<file path="src/rtl/vscale_htif_pcr_arbiter_if.sv">
// Requester-side and HTIF-side PCR channel signals for the PCR arbiter.
// The arbiter takes the slave view; the host environment takes the master view.
interface vscale_htif_pcr_arbiter_if #(
   parameter int NUM_REQ    = 2,
   parameter int ADDR_WIDTH = 12,
   parameter int DATA_WIDTH = 64
);
   logic [NUM_REQ-1:0]            req_valid;
   logic [NUM_REQ-1:0]            req_ready;
   logic [NUM_REQ-1:0]            req_rw;
   logic [NUM_REQ*ADDR_WIDTH-1:0] req_addr;
   logic [NUM_REQ*DATA_WIDTH-1:0] req_data;
   logic [NUM_REQ-1:0]            resp_valid;
   logic [NUM_REQ-1:0]            resp_ready;
   logic [DATA_WIDTH-1:0]         resp_data;

   logic                          htif_pcr_req_valid;
   logic                          htif_pcr_req_ready;
   logic                          htif_pcr_req_rw;
   logic [ADDR_WIDTH-1:0]         htif_pcr_req_addr;
   logic [DATA_WIDTH-1:0]         htif_pcr_req_data;
   logic                          htif_pcr_resp_valid;
   logic                          htif_pcr_resp_ready;
   logic [DATA_WIDTH-1:0]         htif_pcr_resp_data;

   modport slave (
      input  req_valid, req_rw, req_addr, req_data, resp_ready,
      input  htif_pcr_req_ready, htif_pcr_resp_valid, htif_pcr_resp_data,
      output req_ready, resp_valid, resp_data,
      output htif_pcr_req_valid, htif_pcr_req_rw, htif_pcr_req_addr, htif_pcr_req_data,
      output htif_pcr_resp_ready
   );

   modport master (
      output req_valid, req_rw, req_addr, req_data, resp_ready,
      output htif_pcr_req_ready, htif_pcr_resp_valid, htif_pcr_resp_data,
      input  req_ready, resp_valid, resp_data,
      input  htif_pcr_req_valid, htif_pcr_req_rw, htif_pcr_req_addr, htif_pcr_req_data,
      input  htif_pcr_resp_ready
   );
endinterface

</file>
<file path="src/rtl/vscale_htif_pcr_arbiter.sv">
// Round-robin arbiter sharing one HTIF PCR request/response channel between
// NUM_REQ host-side requesters, one outstanding transaction at a time.
//
//   state | meaning
//   ------+-------------------------------------------------------------
//   IDLE  | waiting for a requester; winner accepted combinationally
//   REQ   | latched request presented to the HTIF until it is accepted
//   RESP  | HTIF response passed through to the granted requester
module vscale_htif_pcr_arbiter #(
   parameter int NUM_REQ    = 2,
   parameter int ADDR_WIDTH = 12,
   parameter int DATA_WIDTH = 64,
   parameter int ID_WIDTH   = (NUM_REQ > 1) ? $clog2(NUM_REQ) : 1
) (
   input  logic                                  clk,
   input  logic                                  reset,
   vscale_htif_pcr_arbiter_if.slave              bus,
   output logic                                  busy,
   output logic [ID_WIDTH-1:0]                   grant_id
);

   typedef enum logic [1:0] {
      IDLE = 2'd0,
      REQ  = 2'd1,
      RESP = 2'd2
   } state_t;

   state_t                state, state_next;
   logic [ID_WIDTH-1:0]   rr_ptr;
   logic [ID_WIDTH-1:0]   winner;
   logic [ID_WIDTH-1:0]   cand;
   logic                  found;
   logic                  lat_rw;
   logic [ADDR_WIDTH-1:0] lat_addr;
   logic [DATA_WIDTH-1:0] lat_data;
   logic                  resp_done;

   // First valid requester at or after rr_ptr, wrapping around.
   always_comb begin
      found  = 1'b0;
      winner = '0;
      cand   = '0;
      for (int k = 0; k < NUM_REQ; k++) begin
         cand = ID_WIDTH'((int'(rr_ptr) + k) % NUM_REQ);
         if (!found && bus.req_valid[cand]) begin
            found  = 1'b1;
            winner = cand;
         end
      end
   end

   assign resp_done = (state == RESP) && bus.htif_pcr_resp_valid && bus.resp_ready[grant_id];

   always_ff @(posedge clk) begin
      if (!reset) begin
         state    <= IDLE;
         rr_ptr   <= '0;
         grant_id <= '0;
         lat_rw   <= 1'b0;
         lat_addr <= '0;
         lat_data <= '0;
      end else begin
         state <= state_next;
         if (state == IDLE && found) begin
            grant_id <= winner;
            lat_rw   <= bus.req_rw[winner];
            lat_addr <= bus.req_addr[int'(winner)*ADDR_WIDTH +: ADDR_WIDTH];
            lat_data <= bus.req_data[int'(winner)*DATA_WIDTH +: DATA_WIDTH];
         end
         if (resp_done) begin
            rr_ptr <= ID_WIDTH'((int'(grant_id) + 1) % NUM_REQ);
         end
      end
   end

   // req_ready is gated by reset so nothing is accepted that reset would discard.
   always_comb begin
      state_next              = state;
      bus.req_ready           = '0;
      bus.resp_valid          = '0;
      bus.resp_data           = '0;
      bus.htif_pcr_req_valid  = 1'b0;
      bus.htif_pcr_resp_ready = 1'b0;
      case (state)
         IDLE: begin
            if (found) begin
               bus.req_ready[winner] = reset;
               state_next            = REQ;
            end
         end
         REQ: begin
            bus.htif_pcr_req_valid = 1'b1;
            if (bus.htif_pcr_req_ready) state_next = RESP;
         end
         RESP: begin
            bus.resp_valid[grant_id] = bus.htif_pcr_resp_valid;
            bus.resp_data            = bus.htif_pcr_resp_data;
            bus.htif_pcr_resp_ready  = bus.resp_ready[grant_id];
            if (resp_done) state_next = IDLE;
         end
         default: state_next = IDLE;
      endcase
   end

   assign bus.htif_pcr_req_rw   = lat_rw;
   assign bus.htif_pcr_req_addr = lat_addr;
   assign bus.htif_pcr_req_data = lat_data;
   assign busy                  = (state != IDLE);

endmodule
</file>
<file path="src/flat_wrapper.sv">
// flat-port wrapper written by rule: the top's interface ports become plain ports
module vscale_htif_pcr_arbiter_flat 
#(
   parameter int NUM_REQ    = 2,
   parameter int ADDR_WIDTH = 12,
   parameter int DATA_WIDTH = 64,
   parameter int ID_WIDTH   = (NUM_REQ > 1) ? $clog2(NUM_REQ) : 1
)
  (clk, reset, busy, grant_id, bus_req_valid, bus_req_rw, bus_req_addr, bus_req_data, bus_resp_ready, bus_htif_pcr_req_ready, bus_htif_pcr_resp_valid, bus_htif_pcr_resp_data, bus_req_ready, bus_resp_valid, bus_resp_data, bus_htif_pcr_req_valid, bus_htif_pcr_req_rw, bus_htif_pcr_req_addr, bus_htif_pcr_req_data, bus_htif_pcr_resp_ready);
  vscale_htif_pcr_arbiter_if #(.NUM_REQ(NUM_REQ), .ADDR_WIDTH(ADDR_WIDTH), .DATA_WIDTH(DATA_WIDTH)) bus_i ();
  input  logic clk;
  input  logic reset;
  output logic busy;
  output logic [ID_WIDTH-1:0] grant_id;
  input wire logic [$bits(bus_i.req_valid)-1:0] bus_req_valid;
  input wire logic [$bits(bus_i.req_rw)-1:0] bus_req_rw;
  input wire logic [$bits(bus_i.req_addr)-1:0] bus_req_addr;
  input wire logic [$bits(bus_i.req_data)-1:0] bus_req_data;
  input wire logic [$bits(bus_i.resp_ready)-1:0] bus_resp_ready;
  input wire logic [$bits(bus_i.htif_pcr_req_ready)-1:0] bus_htif_pcr_req_ready;
  input wire logic [$bits(bus_i.htif_pcr_resp_valid)-1:0] bus_htif_pcr_resp_valid;
  input wire logic [$bits(bus_i.htif_pcr_resp_data)-1:0] bus_htif_pcr_resp_data;
  output wire logic [$bits(bus_i.req_ready)-1:0] bus_req_ready;
  output wire logic [$bits(bus_i.resp_valid)-1:0] bus_resp_valid;
  output wire logic [$bits(bus_i.resp_data)-1:0] bus_resp_data;
  output wire logic [$bits(bus_i.htif_pcr_req_valid)-1:0] bus_htif_pcr_req_valid;
  output wire logic [$bits(bus_i.htif_pcr_req_rw)-1:0] bus_htif_pcr_req_rw;
  output wire logic [$bits(bus_i.htif_pcr_req_addr)-1:0] bus_htif_pcr_req_addr;
  output wire logic [$bits(bus_i.htif_pcr_req_data)-1:0] bus_htif_pcr_req_data;
  output wire logic [$bits(bus_i.htif_pcr_resp_ready)-1:0] bus_htif_pcr_resp_ready;
  assign bus_i.req_valid = bus_req_valid;
  assign bus_i.req_rw = bus_req_rw;
  assign bus_i.req_addr = bus_req_addr;
  assign bus_i.req_data = bus_req_data;
  assign bus_i.resp_ready = bus_resp_ready;
  assign bus_i.htif_pcr_req_ready = bus_htif_pcr_req_ready;
  assign bus_i.htif_pcr_resp_valid = bus_htif_pcr_resp_valid;
  assign bus_i.htif_pcr_resp_data = bus_htif_pcr_resp_data;
  assign bus_req_ready = bus_i.req_ready;
  assign bus_resp_valid = bus_i.resp_valid;
  assign bus_resp_data = bus_i.resp_data;
  assign bus_htif_pcr_req_valid = bus_i.htif_pcr_req_valid;
  assign bus_htif_pcr_req_rw = bus_i.htif_pcr_req_rw;
  assign bus_htif_pcr_req_addr = bus_i.htif_pcr_req_addr;
  assign bus_htif_pcr_req_data = bus_i.htif_pcr_req_data;
  assign bus_htif_pcr_resp_ready = bus_i.htif_pcr_resp_ready;
  vscale_htif_pcr_arbiter #(.NUM_REQ(NUM_REQ), .ADDR_WIDTH(ADDR_WIDTH), .DATA_WIDTH(DATA_WIDTH), .ID_WIDTH(ID_WIDTH)) u_core (.clk(clk), .reset(reset), .bus(bus_i), .busy(busy), .grant_id(grant_id));
endmodule
</file>
<file path="config.mk">
export PLATFORM = sky130hd
export DESIGN_NAME = vscale_htif_pcr_arbiter_flat
export DESIGN_NICKNAME = d
export VERILOG_FILES = /design/src/rtl/vscale_htif_pcr_arbiter_if.sv /design/src/rtl/vscale_htif_pcr_arbiter.sv /design/src/flat_wrapper.sv
export SDC_FILE = /design/constraint.sdc
export NUM_CORES = 1
export LEC_CHECK = 0
export ABC_AREA = 1
export BUFFER_PORTS_ARGS = -buffer_cell sky130_fd_sc_hd__buf_2
export CAP_MARGIN = 25
export CORE_AREA = 2 2 145 147
export DETAILED_ROUTE_END_ITERATION = 10
export DIE_AREA = 0 0 147 149
export PLACE_DENSITY_LB_ADDON = 0.3
export RECOVER_POWER = 50
export SETUP_SLACK_MARGIN = 0.15
export SYNTH_ARGS = -nofsm -noshare
export SYNTH_HDL_FRONTEND = slang
export SYNTH_SLANG_ARGS = --single-unit
</file>
<file path="constraint.sdc">
create_clock -name clk -period 3.06 [get_ports clk]
set_input_delay 0.765 -clock clk [delete_from_list [all_inputs] [get_ports clk]]
set_output_delay 0.765 -clock clk [all_outputs]
set_load 0.01 [all_outputs]
</file>
# Word-level counts from Yosys, hierarchy flattened
# Index checks and enable logic that the tools add are counted.
# classes
n_addsub	2
n_mul	1
magnitude_cmp	6
eq_ne	5
shifts	2
muxes	26
n_bitwise	2
n_reduce_logical	10
# ops
operator	count
$shiftx A128 B8 Y64	1
$mux W64	1
$shiftx A24 B32 Y12	1
$mux W1	16
$mux W2	6
$lt A1 B2 Y1 const B	4
$logic_and A1 B1 Y1	6
$pmux W2 S3	1
$and A2 B2 Y2	2
$ne A2 B1 Y1 const B	2
$mul A1 B2 Y3 const B	1
$reduce_and A3 Y1	1
$add A1 B1 Y1 const B	2
$demux W1 S1	2
$eq A2 B1 Y1 const B	1
$eq A2 B2 Y1 const B	1
$ge A1 B1 Y1 const B	2
$logic_not A2 Y1	1
$ne A2 B2 Y1 const B	1
$reduce_bool A2 Y1	1
$logic_not A1 Y1	1
# totals
register_bits	81
in_bits	226
output_inout_bits	149
elab_cells	60

# Depth between registers and ports, before layout
# depth
depth_word	13
ltp_mapped	9

# Worst setup path before layout
# Ideal clock, no wire load.
# synth_path
path_type	input to output
start	in bus_req_valid[1]
end	out bus_req_ready[0]
arrival_time_ns	1.458
required_time_ns	2.295
path_slack_ns	0.837
cell_stages	5
n_path_buf	2
cell_sequence	buf_4 nand2_1 buf_2 nand2_1 nor2_1
# synth_between
elab_chain_cells	13
elab_cells_between_ends	18
classes_between	order compare: 2; mux: 12; bitwise: 1; reduce/logical: 3
# synth_lines
item	line_no	text
start, declared	flat_wrapper.sv:15	input wire logic [$bits(bus_i.req_valid)-1:0] bus_req_valid;
$mux W1 (implied by the code) (2 in series)	vscale_htif_pcr_arbiter.sv:45	if (!found && bus.req_valid[cand]) begin
$mux W1	vscale_htif_pcr_arbiter.sv:45	
$logic_not A1 Y1	vscale_htif_pcr_arbiter.sv:45	
$logic_and A1 B1 Y1	vscale_htif_pcr_arbiter.sv:45	
$mux W1	vscale_htif_pcr_arbiter.sv:45	
$lt A1 B2 Y1 (implied by the code) / $ge A1 B1 Y1 (equally long branches)	vscale_htif_pcr_arbiter.sv:87	bus.req_ready[winner] = reset;
$logic_and A1 B1 Y1 (implied by the code)	vscale_htif_pcr_arbiter.sv:87	
$mux W1 (implied by the code)	vscale_htif_pcr_arbiter.sv:87	
$demux W1 S1	--	
$and A2 B2 Y2 (no line)	--	
$mux W2 *	vscale_htif_pcr_arbiter.sv:86	if (found) begin
$mux W2 *	vscale_htif_pcr_arbiter.sv:84	case (state)
end, declared	flat_wrapper.sv:23	output wire logic [$bits(bus_i.req_ready)-1:0] bus_req_ready;
# Mark *: on every way between the ends. The rest lies on a longest branch, timed or not. The select of a mux whose other input is x is not followed.

# Worst setup path in the final report
# layout_path
start	in bus_req_valid[1]
end	reg u_core.lat_data[36] (netlist: u_core.bus.htif_pcr_req_data[36])
# layout_between
elab_chain_cells	7
elab_cells_between_ends	12
classes_between	shift: 1; mux: 8; reduce/logical: 3
# layout_lines
item	line_no	text
$mux W1 (implied by the code) (2 in series)	vscale_htif_pcr_arbiter.sv:45	
$mux W1	vscale_htif_pcr_arbiter.sv:45	
$logic_not A1 Y1	vscale_htif_pcr_arbiter.sv:45	
$logic_and A1 B1 Y1	vscale_htif_pcr_arbiter.sv:45	
$mux W1	vscale_htif_pcr_arbiter.sv:45	
$shiftx A128 B8 Y64 / $logic_and A1 B1 Y1 (equally long branches)	vscale_htif_pcr_arbiter.sv:68, vscale_htif_pcr_arbiter.sv:64	
end signal, assigned	vscale_htif_pcr_arbiter.sv:68	lat_data <= bus.req_data[int'(winner)*DATA_WIDTH +: DATA_WIDTH];
end, declared	vscale_htif_pcr_arbiter.sv:35	logic [DATA_WIDTH-1:0] lat_data;
# Parallel ways exist; a longest one is shown, timed or not. The select of a mux whose other input is x is not followed.
# A chain may end at the register's enable or synchronous reset.

==> flow_summary.ini <==
[timing]
fmax_mhz = 387
rsz0062_at_grt = false
slew_violations = 0
min_period_over_period_pct = 84.3
worst_slew_pin_slew_ns = 1.37
skew_ns = 0.00750
hold_violations = 0
slew-limit-headroom_pct = 8.48
tns_ns = 0
min_period_ns = 2.58
setup_viol = 0

[synth]
yosys.area.top_type = dfxtp_1
ys_warn_count = 0
ys_seq_elements = 81
syn_nets = 1072
synth-adder-area-share_pct = 0
synth_compound_area_share_pct = 0.628
avgSynthCellArea_um2 = 5.66
synth_cells = 846
ys_seq_area_share_pct = 33.9
synth_commonest_cells = nor2_1 (225), nand2_1 (168), nand3_1 (155), inv_1 (151), dfxtp_1 (81)
synth_area_um2 = 4780
ys.flop_type = dfxtp_1
synthMuxAreaShare_pct = 0
async_reset_ff_share_pct = 0
synth-edff-count = 0
synth.top_cell.area_share_pct = 33.9
yosysUniqueCellTypes = 14
yosys.area_share.simple_pct = 47.4
synth-xor-area-share_pct = 0
synth_most_common_cell = nor2_1
synth_top_family_by_area = simple AND/OR/NAND/NOR gates
synthTopCellsByArea = dfxtp_1 (34%), nor2_1 (18%), nand3_1 (16%), nand2_1 (13%), inv_1 (12%)

[setup_path]
critical_path_buf_inv_count = 3
cp.required_ns = 3.29
critical_path.endpoint = u_core.bus.htif_pcr_req_data[36]$_SDFFE_PN0P_
reg2reg_slack_ns = 0.81
end_kind = register
criticalPathCategory = input pin to register
cp.arrival_ns = 2.82
cp.depth = 7
start_kind = input pin
rr_endpoint = u_core.bus.htif_pcr_req_data[36]$_SDFFE_PN0P_
path_max_fanout = 122
startpoint = bus_req_valid[1]
crit_family = buffers and inverters
worst_r2r_path_depth = 7
critPathSlowestCell = clkbuf_4
r2r_start = u_core.state[0]$_SDFFE_PN0P_
cp_slowest_stage_delay_ns = 0.92
crit_chain = buf_4 -> nor2_1 -> nor2_4 -> clkbuf_4 -> nand3_1 -> nand2_1 -> inv_1

[floorplanning]
rows = 53
die_area_um2 = 21900
core_area_um2 = 20600
initial_core_util_pct = 23.3
die_width_um = 147
ios = 375
die_h_um = 149

[clocking]
cts_hold_buf = 0
ctsResizeCount = 0
cts.sinks = 81
root_buffer = clkbuf_16
post-cts-setup-buffers = 0
cts_tree = built
cts_made_buffers = 9
worstSkewPairLatency_ns = 0.34
clk_path_buf_depth = 2
htree_levels = 3
cts.reportedPaths.clkPinSlew_ns = 0.06

[power_and_ir_drop]
ir_drop_mv = 0.231
power_mw = 3.37
power.density_nw_per_um2 = 481
power.leakage_nw = 4.39

[detailed_routing]
dr.pass1.iters = 4
drc = 0
ant_nets = 0
routed-via-count = 6025
via_per_inst = 4.12
routedWlPerCell_um = 12.1
drtIter0Drc = 161
drt_wl_total_mm = 17.7

[place]
placed_area_um2 = 6820
dp_cells = 1446
gp_congestion = 0.788
port_buffers = 374
dp_hpwl_mm = 13.1

[outcome]
status = finished clean

[min_path]
hold_path.class = register to register

[layout]
diodes = 0
area_delta_synth_final_pct = 46.4
nets = 1408
nFillCells = 2389
stdcell_count = 1461
utilization_pct = 34.1
finish.instance_area_um2 = 7000
final_layout_size_suffix_gt1_share_pct = 27.1

[grt]
grt_pass1_wl_mm = 26.9
grtUsageTotal_pct = 15.4
overflow = 0
grt_pass1_vias = 5326
antenna_found_initial = 1
grt_start_max_net_pins = 123

[run]
maxCapViolations = 0
==> stage by stage <==
stage	setup slack [ns]	hold slack, ns
2_1_floorplan	0.837	0.452
3_3_place_gp	0.705	0.530
3_5_place_dp	0.684	0.523
4_1_cts	0.484	0.539
5_1_grt	0.310	0.581
6_report	0.479	0.528
==> tightest hold or removal path, cell delays in order, from the launching register on <==
cell,delay (ns)
dfxtp_1,0.36
a21oi_1,0.05
nor2_1,0.09
==> cells in the final DEF (no fill, tap or decap), types with 2 or more instances in the layout <==
cell type  count
nand2_4        2
dfxtp_1       81
o21ai_0        2
buf_4          6
clkbuf_16      9
buf_2        293
clkbuf_1      81
a21oi_1        4
inv_1        151
nand2_1      165
bufinv_16      2
nand3_1      155
nor2_1       226
==> how the worst min path moves through the flow <==
stage,from,end,slack (ns),cells after the start
after floorplan,u_core.rr_ptr$_SDFFE_PN0P_,u_core.rr_ptr$_SDFFE_PN0P_,0.45,2
after global placement,u_core.rr_ptr$_SDFFE_PN0P_,u_core.rr_ptr$_SDFFE_PN0P_,0.53,2
after detailed placement,u_core.rr_ptr$_SDFFE_PN0P_,u_core.rr_ptr$_SDFFE_PN0P_,0.52,2
after CTS,u_core.rr_ptr$_SDFFE_PN0P_,u_core.rr_ptr$_SDFFE_PN0P_,0.54,2
after global routing,u_core.rr_ptr$_SDFFE_PN0P_,u_core.rr_ptr$_SDFFE_PN0P_,0.58,2
final,u_core.rr_ptr$_SDFFE_PN0P_,u_core.rr_ptr$_SDFFE_PN0P_,0.53,2
==> power breakdown <==
part           internal, mW  total (mW)  switching (mW)
Combinational         0.369       0.962           0.592
Clock                 0.711        1.15           0.441
Sequential             1.19        1.25          0.0649
==> kinds of logic after synthesis <==
family                 after synthesis
DFF                                 81
buffers and inverters              209
and+or+nand+nor                    550
AOI/OAI and AO/OA                    6
==> per-layer routing <==
| layer | share of wire, % | wire length, um | global-route usage [%] |
|---|---|---|---|
| met5 | 0.074 | 13 | 0 |
| met1 | 40 | 6990 | 16.6 |
| met3 | 9.5 | 1680 | 6.27 |
| met2 | 49 | 8620 | 27.7 |
| met4 | 2.1 | 370 | 4.62 |
==> state kept, by name, summed over array words and instances (netlist names) <==
signal	flops
u_core.bus.htif_pcr_req_addr	12
u_core.bus.htif_pcr_req_data	64
u_core.bus.htif_pcr_req_rw	1
u_core.grant_id	1
u_core.rr_ptr	1
u_core.state	2
==> area by class of cell <==
type	count	area, um2	share of cell area (%)
Multi-Input combinational cell	556	2310	33.0
Timing Repair Buffer	382	1840	26.3
Sequential cell	81	1620	23.2
Inverter	152	571	8.15
Tap cell	275	344	4.91
Clock buffer	10	229	3.27
Clock inverter	5	81.3	1.16
No activity file was read; power rests on OpenSTA's default activity.
